File: src/rtl/bus_width_decrease.sv
// bus_width_decrease
//   Splits each SIZE_IN-bit input word into RATIO = SIZE_IN/SIZE_OUT slices of
//   SIZE_OUT bits and emits them least-significant slice first over a
//   valid/ready stream. Without back-pressure one slice leaves per cycle and
//   consecutive words follow each other with no bubble.
//
//   Configuration macro: BUS_WIDTH_DECREASE_DOUBLE_BUF_EN
//     undefined : single word register; ready_in is combinational and
//                 depends on ready_out (a new word loads on the last-slice edge).
//     defined   : an extra hold word register catches the next word while the
//                 active one drains; ready_in comes straight from a flop.
//
//   Ports
//     clk        in   rising-edge clock
//     reset_n    in   asynchronous active-low reset
//     valid_in   in   data_in holds a word to transfer
//     ready_in   out  block can accept a word this cycle
//     data_in    in   SIZE_IN-bit input word
//     valid_out  out  data_out holds a valid slice
//     ready_out  in   downstream accepts the slice this cycle
//     data_out   out  SIZE_OUT-bit output slice
module bus_width_decrease #(
    parameter int SIZE_IN  = 32,
    parameter int SIZE_OUT = 8
) (
    input  logic                clk,
    input  logic                reset_n,
    input  logic                valid_in,
    output logic                ready_in,
    input  logic [SIZE_IN-1:0]  data_in,
    output logic                valid_out,
    input  logic                ready_out,
    output logic [SIZE_OUT-1:0] data_out
);

    localparam int RATIO = SIZE_IN / SIZE_OUT;
    localparam int CNT_W = (RATIO > 1) ? $clog2(RATIO) : 1;
    localparam logic [CNT_W-1:0] CNT_LAST = CNT_W'(RATIO - 1);

    generate
        if ((SIZE_IN % SIZE_OUT) != 0 || RATIO < 2) begin : g_bad_cfg
            $error("bus_width_decrease: SIZE_IN must be an integer multiple (>=2) of SIZE_OUT");
        end
    endgenerate

    logic [SIZE_IN-1:0] word_q, word_d;
    logic [CNT_W-1:0]   cnt_q, cnt_d;
    logic               full_q, full_d;

    logic out_xfer;
    logic last_slice;
    logic drain_done;
    logic in_xfer;

    // View the active word as an array of slices so the counter selects directly.
    logic [RATIO-1:0][SIZE_OUT-1:0] word_slices;

    assign word_slices = word_q;
    assign data_out    = word_slices[cnt_q];
    assign valid_out   = full_q;

    assign out_xfer   = full_q && ready_out;
    assign last_slice = (cnt_q == CNT_LAST);
    assign drain_done = out_xfer && last_slice;

`ifdef BUS_WIDTH_DECREASE_DOUBLE_BUF_EN
    logic [SIZE_IN-1:0] hold_q, hold_d;
    logic               hold_full_q, hold_full_d;
    logic               ready_in_q;

    assign ready_in = ready_in_q;
    assign in_xfer  = valid_in && ready_in_q;

    // The hold register can only be occupied while the active word is full,
    // so an empty active register always loads straight from data_in.
    always_comb begin
        word_d      = word_q;
        cnt_d       = cnt_q;
        full_d      = full_q;
        hold_d      = hold_q;
        hold_full_d = hold_full_q;
        if (!full_q) begin
            if (in_xfer) begin
                word_d = data_in;
                cnt_d  = '0;
                full_d = 1'b1;
            end
        end else if (drain_done) begin
            cnt_d = '0;
            if (hold_full_q) begin
                word_d      = hold_q;
                hold_full_d = 1'b0;
            end else if (in_xfer) begin
                word_d = data_in;
            end else begin
                full_d = 1'b0;
            end
        end else begin
            if (out_xfer) begin
                cnt_d = cnt_q + CNT_W'(1);
            end
            if (in_xfer) begin
                hold_d      = data_in;
                hold_full_d = 1'b1;
            end
        end
    end

    always_ff @(posedge clk or negedge reset_n) begin
        if (!reset_n) begin
            word_q      <= '0;
            cnt_q       <= '0;
            full_q      <= 1'b0;
            hold_q      <= '0;
            hold_full_q <= 1'b0;
            ready_in_q  <= 1'b1;
        end else begin
            word_q      <= word_d;
            cnt_q       <= cnt_d;
            full_q      <= full_d;
            hold_q      <= hold_d;
            hold_full_q <= hold_full_d;
            ready_in_q  <= !hold_full_d;
        end
    end
`else
    // A new word may load on the same edge that the last slice leaves.
    assign ready_in = !full_q || drain_done;
    assign in_xfer  = valid_in && ready_in;

    always_comb begin
        word_d = word_q;
        cnt_d  = cnt_q;
        full_d = full_q;
        if (in_xfer) begin
            word_d = data_in;
            cnt_d  = '0;
            full_d = 1'b1;
        end else if (out_xfer) begin
            if (last_slice) begin
                cnt_d  = '0;
                full_d = 1'b0;
            end else begin
                cnt_d = cnt_q + CNT_W'(1);
            end
        end
    end

    always_ff @(posedge clk or negedge reset_n) begin
        if (!reset_n) begin
            word_q <= '0;
            cnt_q  <= '0;
            full_q <= 1'b0;
        end else begin
            word_q <= word_d;
            cnt_q  <= cnt_d;
            full_q <= full_d;
        end
    end
`endif

endmodule

File: config.mk
export PLATFORM = sky130hd
export DESIGN_NAME = bus_width_decrease
export DESIGN_NICKNAME = d
export VERILOG_FILES = /design/src/rtl/bus_width_decrease.sv
export SDC_FILE = /design/constraint.sdc
export NUM_CORES = 1
export LEC_CHECK = 0
export ABC_CLOCK_PERIOD_IN_PS = 1550
export CORE_AREA = 8 8 73 75
export CTS_CLUSTER_SIZE = 24
export DETAILED_ROUTE_END_ITERATION = 8
export DIE_AREA = 0 0 81 83
export PLACE_DENSITY = 0.78
export SLEW_MARGIN = 20
export SYNTH_ARGS = -nofsm -noshare
export SYNTH_HDL_FRONTEND = slang
export SYNTH_SLANG_ARGS = --single-unit
File: constraint.sdc
create_clock -name clk -period 1.55 [get_ports clk]
set_input_delay 0.2325 -clock clk [delete_from_list [all_inputs] [get_ports clk]]
set_output_delay 0.2325 -clock clk [all_outputs]
set_load 0.02 [all_outputs]
# After elaboration in Yosys (flattened, before gate mapping)
# Index checks and enable logic that the tools add are counted.
[totals]
register_bits = 35
out_inout_bits = 10
wordCells = 22
[classes]
add_sub_neg = 1
order_cmp = 1
eq_ne = 1
n_mux = 8
reduce_logical = 8
[op_table]
columns = ["operator", "n"]
rows = [
  ["$bmux 8 s2", 1],
  ["$mux 8", 1],
  ["$mux 2", 3],
  ["$reduce_bool 2->1", 2],
  ["$logic_and 1x1->1", 3],
  ["$lt 2x3->1 const B", 1],
  ["$mux 1", 3],
  ["$add 2x1->2 const B", 1],
  ["$eq 2x2->1 const B", 1],
  ["$reduce_and 2->1", 1],
  ["$logic_not 1->1", 1],
  ["$logic_or 1x1->1", 1],
]

# Logic depth before layout (Yosys ltp)
[logic_depth]
word_depth = 6
mapped_depth = 5
depth_no_buf = 3

# Worst setup path before layout
# Ideal clock, no wire load.
[synth_timing]
path_type = "register to output"
start = "register cnt_q[0]"
end = "output port ready_in"
t_arrival_ns = 1.199
required_time_ns = 1.317
setup_slack_ns = 0.118
stages_incl_launch_ff = 5
cell_sequence = "dfrtp_1 -> ha_1 -> a21boi_2 -> buf_4 -> inv_1"
[synth_between]
elab_chain_cells = 3
[synth_rtl]
columns = ["element", "line", "source"]
rows = [
  ["start: declaration", "47", "logic [CNT_W-1:0] cnt_q, cnt_d;"],
  ["start signal: assignment", "156", "cnt_q <= cnt_d;"],
  ["$eq 2x2->1", "63", "assign last_slice = (cnt_q == CNT_LAST);"],
  ["$logic_and 1x1->1", "64", "assign drain_done = out_xfer && last_slice;"],
  ["$logic_or 1x1->1", "128", "assign ready_in = !full_q || drain_done;"],
  ["end: declaration", "29", "output logic ready_in,"],
]
# Every way passes these cells.

# Worst setup path after layout
[layout_timing]
start = "register cnt_q[0]"
end = "output port data_out[7]"
[layout_between]
elab_chain_cells = 2
[layout_rtl]
columns = ["element", "line", "source"]
rows = [
  ["$bmux 8 s2", "59", "assign data_out = word_slices[cnt_q];"],
  ["$mux 8 (not written as such)", "59", ""],
  ["end: declaration", "33", "output logic [SIZE_OUT-1:0] data_out"],
]
# Every way passes these cells. The select of a mux whose other input is x is not followed.

==> results <==
- The flow ran to the end, but the final reports show violations.
- The checks that failed: negative setup slack.
- Clock-pin slew was measured on the worst setup and hold paths at 0.07 ns.
- The combined area of all synthesized cells is 2020 sq um.
- The number of vias in the routed layout is 1496.
- Walking the worst path, the cells encountered are buf_12, mux4_2, buf_6.
- Setup repair after global routing could not meet its margin everywhere.
- The post-placement cell area is 2590 sq um.
- The average instance in the mapped netlist occupies 12.0 sq um.
- The pin slew with the least headroom to its limit is 0.352 ns.
- Dividing the detail-routed wire length by the instance count gives 19.1 um.
- The static leakage power is 1.28 nW.
- In this run the worst path has a maximum fanout of 8.
- Synthesis handed over a netlist of 168 instances.
- The cell row count is 24.
- The global-route usage over all layers is 14.5%.
- In the routed design, unresolved DRC markers number 0.
- The first detailed-routing pass ran for 4 iterations.
- The number of clock buffers added by TritonCTS is 5.
- The number of global-route vias before repair is 1566.
- In the layout the commonest cells are sky130_fd_sc_hd__dfrtp_1 (35), sky130_fd_sc_hd__clkdlybuf4s50_1 (35), sky130_fd_sc_hd__nand2_1 (34).
- The die height is 83 um.
- STA puts the critical path data arrival time at 1.51 ns.
- The number of buffer and inverter instances along the worst setup path is 2.
- The number of pins with negative max-slew slack in the final report came to 0.
- The net switching fraction of the power is 34.2%.
- The share of synthesized area occupied by flip-flops and latches is 43.4%.
- The count of cells in the finished layout, fillers not included, comes to 280.
- The maximum number of pins on one net before global-route repair is 36.
- The clock group share of total power is 12.7%.
- After synthesis, the netlist uses 20 different library cells.
- The kind of start point of the critical path is a flop.
- The number of nets handed over by synthesis was 205.
- The area growth from synthesis to layout is 43.5%.
- The detailed router finished its first iteration with 83 violations.
- The design draws 5.61 mW.
- The worst clock skew on the final layout is 0.00750 ns.
- The half-perimeter wire length after placement is 3330 um.
- In the global route stage, met3 resource usage came out at 3.02%.
- The H-tree generated during clock tree synthesis spans 2 levels.
- After detailed placement, the design holds a cell count of 264.
- The fraction of the cycle the final worst path needs is 112%.
- The highest attainable clock frequency is 0.575 GHz.
- The routed wire length is 5340 um.
- Adding up every negative setup slack in the final design gives -2.11 ns.
- The number of fillers in the final layout is 323.
- Headroom to the max-slew limit came out at 76.5%.
- The number of failing hold endpoints at the final stage is 0.
- The post-route worst setup slack is -0.188 ns.
- The share of total power dissipated in sequential elements is 29.6%.
- On the final layout, the worst hold slack is 0.315 ns.
- The largest stage delay on the critical path is 0.52 ns.
- The share of layout cells above drive strength 1 is 37.3%.
- In this run the power density over the cells is 1940 nW/um^2.
- Of the total power, combinational logic draws 57.7%.
- The finished cells cover 2890 sq um.
- The cell with the biggest individual delay on the critical path is sky130_fd_sc_hd__mux4_2.
- In the routed layout, each cell is associated on average with a via count of 5.34.
- The number of clock sinks is 35.
- The internal power of the cells totals 3.69 mW.
- The kind of critical path is flop to output port.
- The critical path's top delay family is multiplexers.
- The number of nets in the finished design is 264.
- Global routing finished with a remaining overflow of 0.
- STA classifies the critical path endpoint as an output port.
- The floorplan die area is 6720 sq um.
- Port buffering added 45 buffers.
- The remaining number of nets flagged by the antenna check after routing is 0.
- For the worst-skew pair, the clock arrives at the later sink with an insertion delay of 0.28 ns.
- The met1 routing resource usage after global routing is 18.1%.
- The number of antenna violations at the first check in global routing is 0.
- The path class of the tightest hold or removal check is input port to async pin.
- The shortest clock period the worst path allows after layout is 1.74 ns.
- The die is 81 um wide.
- The worst-case clock buffer depth is 2.
- At the end of routability-driven placement, the weighted congestion stood at 0.771.
- In this run the standard cell core region covers 4200 sq um.
- Max-cap violations in this run came to 0.
- Setup violations remaining at the end of the flow were counted as 41.
- 46 I/O pins were placed.
- 0 antenna diodes ended up in the layout.
- The register bit total from synthesis is 35.
- The critical path data required time is 1.32 ns.
- The switching power summed over all nets is 1.92 mW.
- Global routing used 23.9% of the available met2 tracks.
- The library cell used as clock root buffer is sky130_fd_sc_hd__clkbuf_8.
- TritonCTS built the clock tree.
- The pre-CTS setup slack is -0.283 ns.
- Once the floorplan was initialized, standard cells occupied 48.0% of the core.
- For this run, the share of the core covered by cells in the final layout is 68.8%.
- The largest voltage drop on the vdd net is 0.917 mV.
- met2 is the most crowded layer.
- The Yosys step of the flow raised 0 warnings.
- The first-pass GRT wire length is 7810 um.
cells by family (layout without fill, tap and decap cells):
| logic type | Yosys count | count (layout) | synth area share [%] |
|---|---|---|---|
| AOI/OAI and AO/OA | 35 | 35 | 26.6 |
| buffers and inverters | 49 | 106 | 11.8 |
| and+or+nand+nor | 40 | 43 | 8.69 |
| muxes | 8 | 8 | 8.93 |
| DFF | 35 | 35 | 43.4 |
| adders and majority gates | 1 | 1 | 0.620 |
state kept, by name, summed over array words and instances (netlist names):
register	cells
cnt_q	2
valid_out	1
word_q	32
worst reg2reg max path: stages (launching register included):
cell	delay, ns
sky130_fd_sc_hd__dfrtp_1	0.42
sky130_fd_sc_hd__buf_12	0.16
sky130_fd_sc_hd__buf_4	0.14
sky130_fd_sc_hd__ha_4	0.17
sky130_fd_sc_hd__buf_6	0.13
sky130_fd_sc_hd__and3_4	0.21
sky130_fd_sc_hd__o32ai_2	0.28
routing by layer:
| metal | wire length [um] | share of wire (%) |
|---|---|---|
| met5 | 0 | 0 |
| met2 | 2690 | 50 |
| met3 | 370 | 6.9 |
| met1 | 2210 | 41 |
| met4 | 61 | 1.1 |
repair_timing:
item                       CTS  global route
resized for setup           57            16
hold buffers                 0             0
buffers inserted             0             2
pin swaps                    1             5
setup endpoints to repair   43            41
cloned                       2             4
power groups by stage:
stage / combinational [mW] / clock, mW / sequential [mW]
3_3_place_gp: 2.72 / 0 / 1.63
5_1_grt: 3.44 / 0.775 / 1.70
2_1_floorplan: 1.93 / 0 / 1.53
3_5_place_dp: 2.80 / 0 / 1.66
6_report: 3.24 / 0.713 / 1.66
4_1_cts: 2.89 / 0.729 / 1.65
final cells by class:
type	instances	area (sq um)	share of cell area, %
clock buffer	8	100	3.46
multi-input combinational	87	995	34.4
timing repair buffer	65	734	25.4
sequential	35	876	30.3
inverter	33	124	4.28
tap	52	65.1	2.25
synth_stat cells, drive strengths merged:
library cell / number / area [sq um]
a32o: 1 / 10.0
and2b: 1 / 7.51
mux4: 8 / 180
a21boi: 1 / 11.3
inv: 33 / 124
dfrtp: 35 / 876
nor4bb: 1 / 10.0
nand2b: 1 / 6.26
a31o: 1 / 8.76
ha: 1 / 12.5
buf: 12 / 98.8
o32ai: 32 / 505
and3: 2 / 17.5
nand2: 34 / 128
clkbuf: 4 / 15.0
or2: 1 / 6.26
final timing paths:
check                                       start                      to  slack [ns]  cells past startpoint
hold reg to reg            word_q[28]$_DFFE_PN0P_  word_q[28]$_DFFE_PN0P_        0.56                      2
max in group asynchronous                 reset_n  word_q[17]$_DFFE_PN0P_        1.05                      2
setup / recovery             cnt_q[0]$_DFFE_PN0P_             data_out[7]       -0.19                      3
setup reg to reg             cnt_q[0]$_DFFE_PN0P_  word_q[29]$_DFFE_PN0P_       -0.04                      6
min in group clk                      data_in[12]  word_q[12]$_DFFE_PN0P_        0.53                      3
hold / removal                            reset_n  word_q[12]$_DFFE_PN0P_        0.32                      2
(Power assumes the default switching activity.)
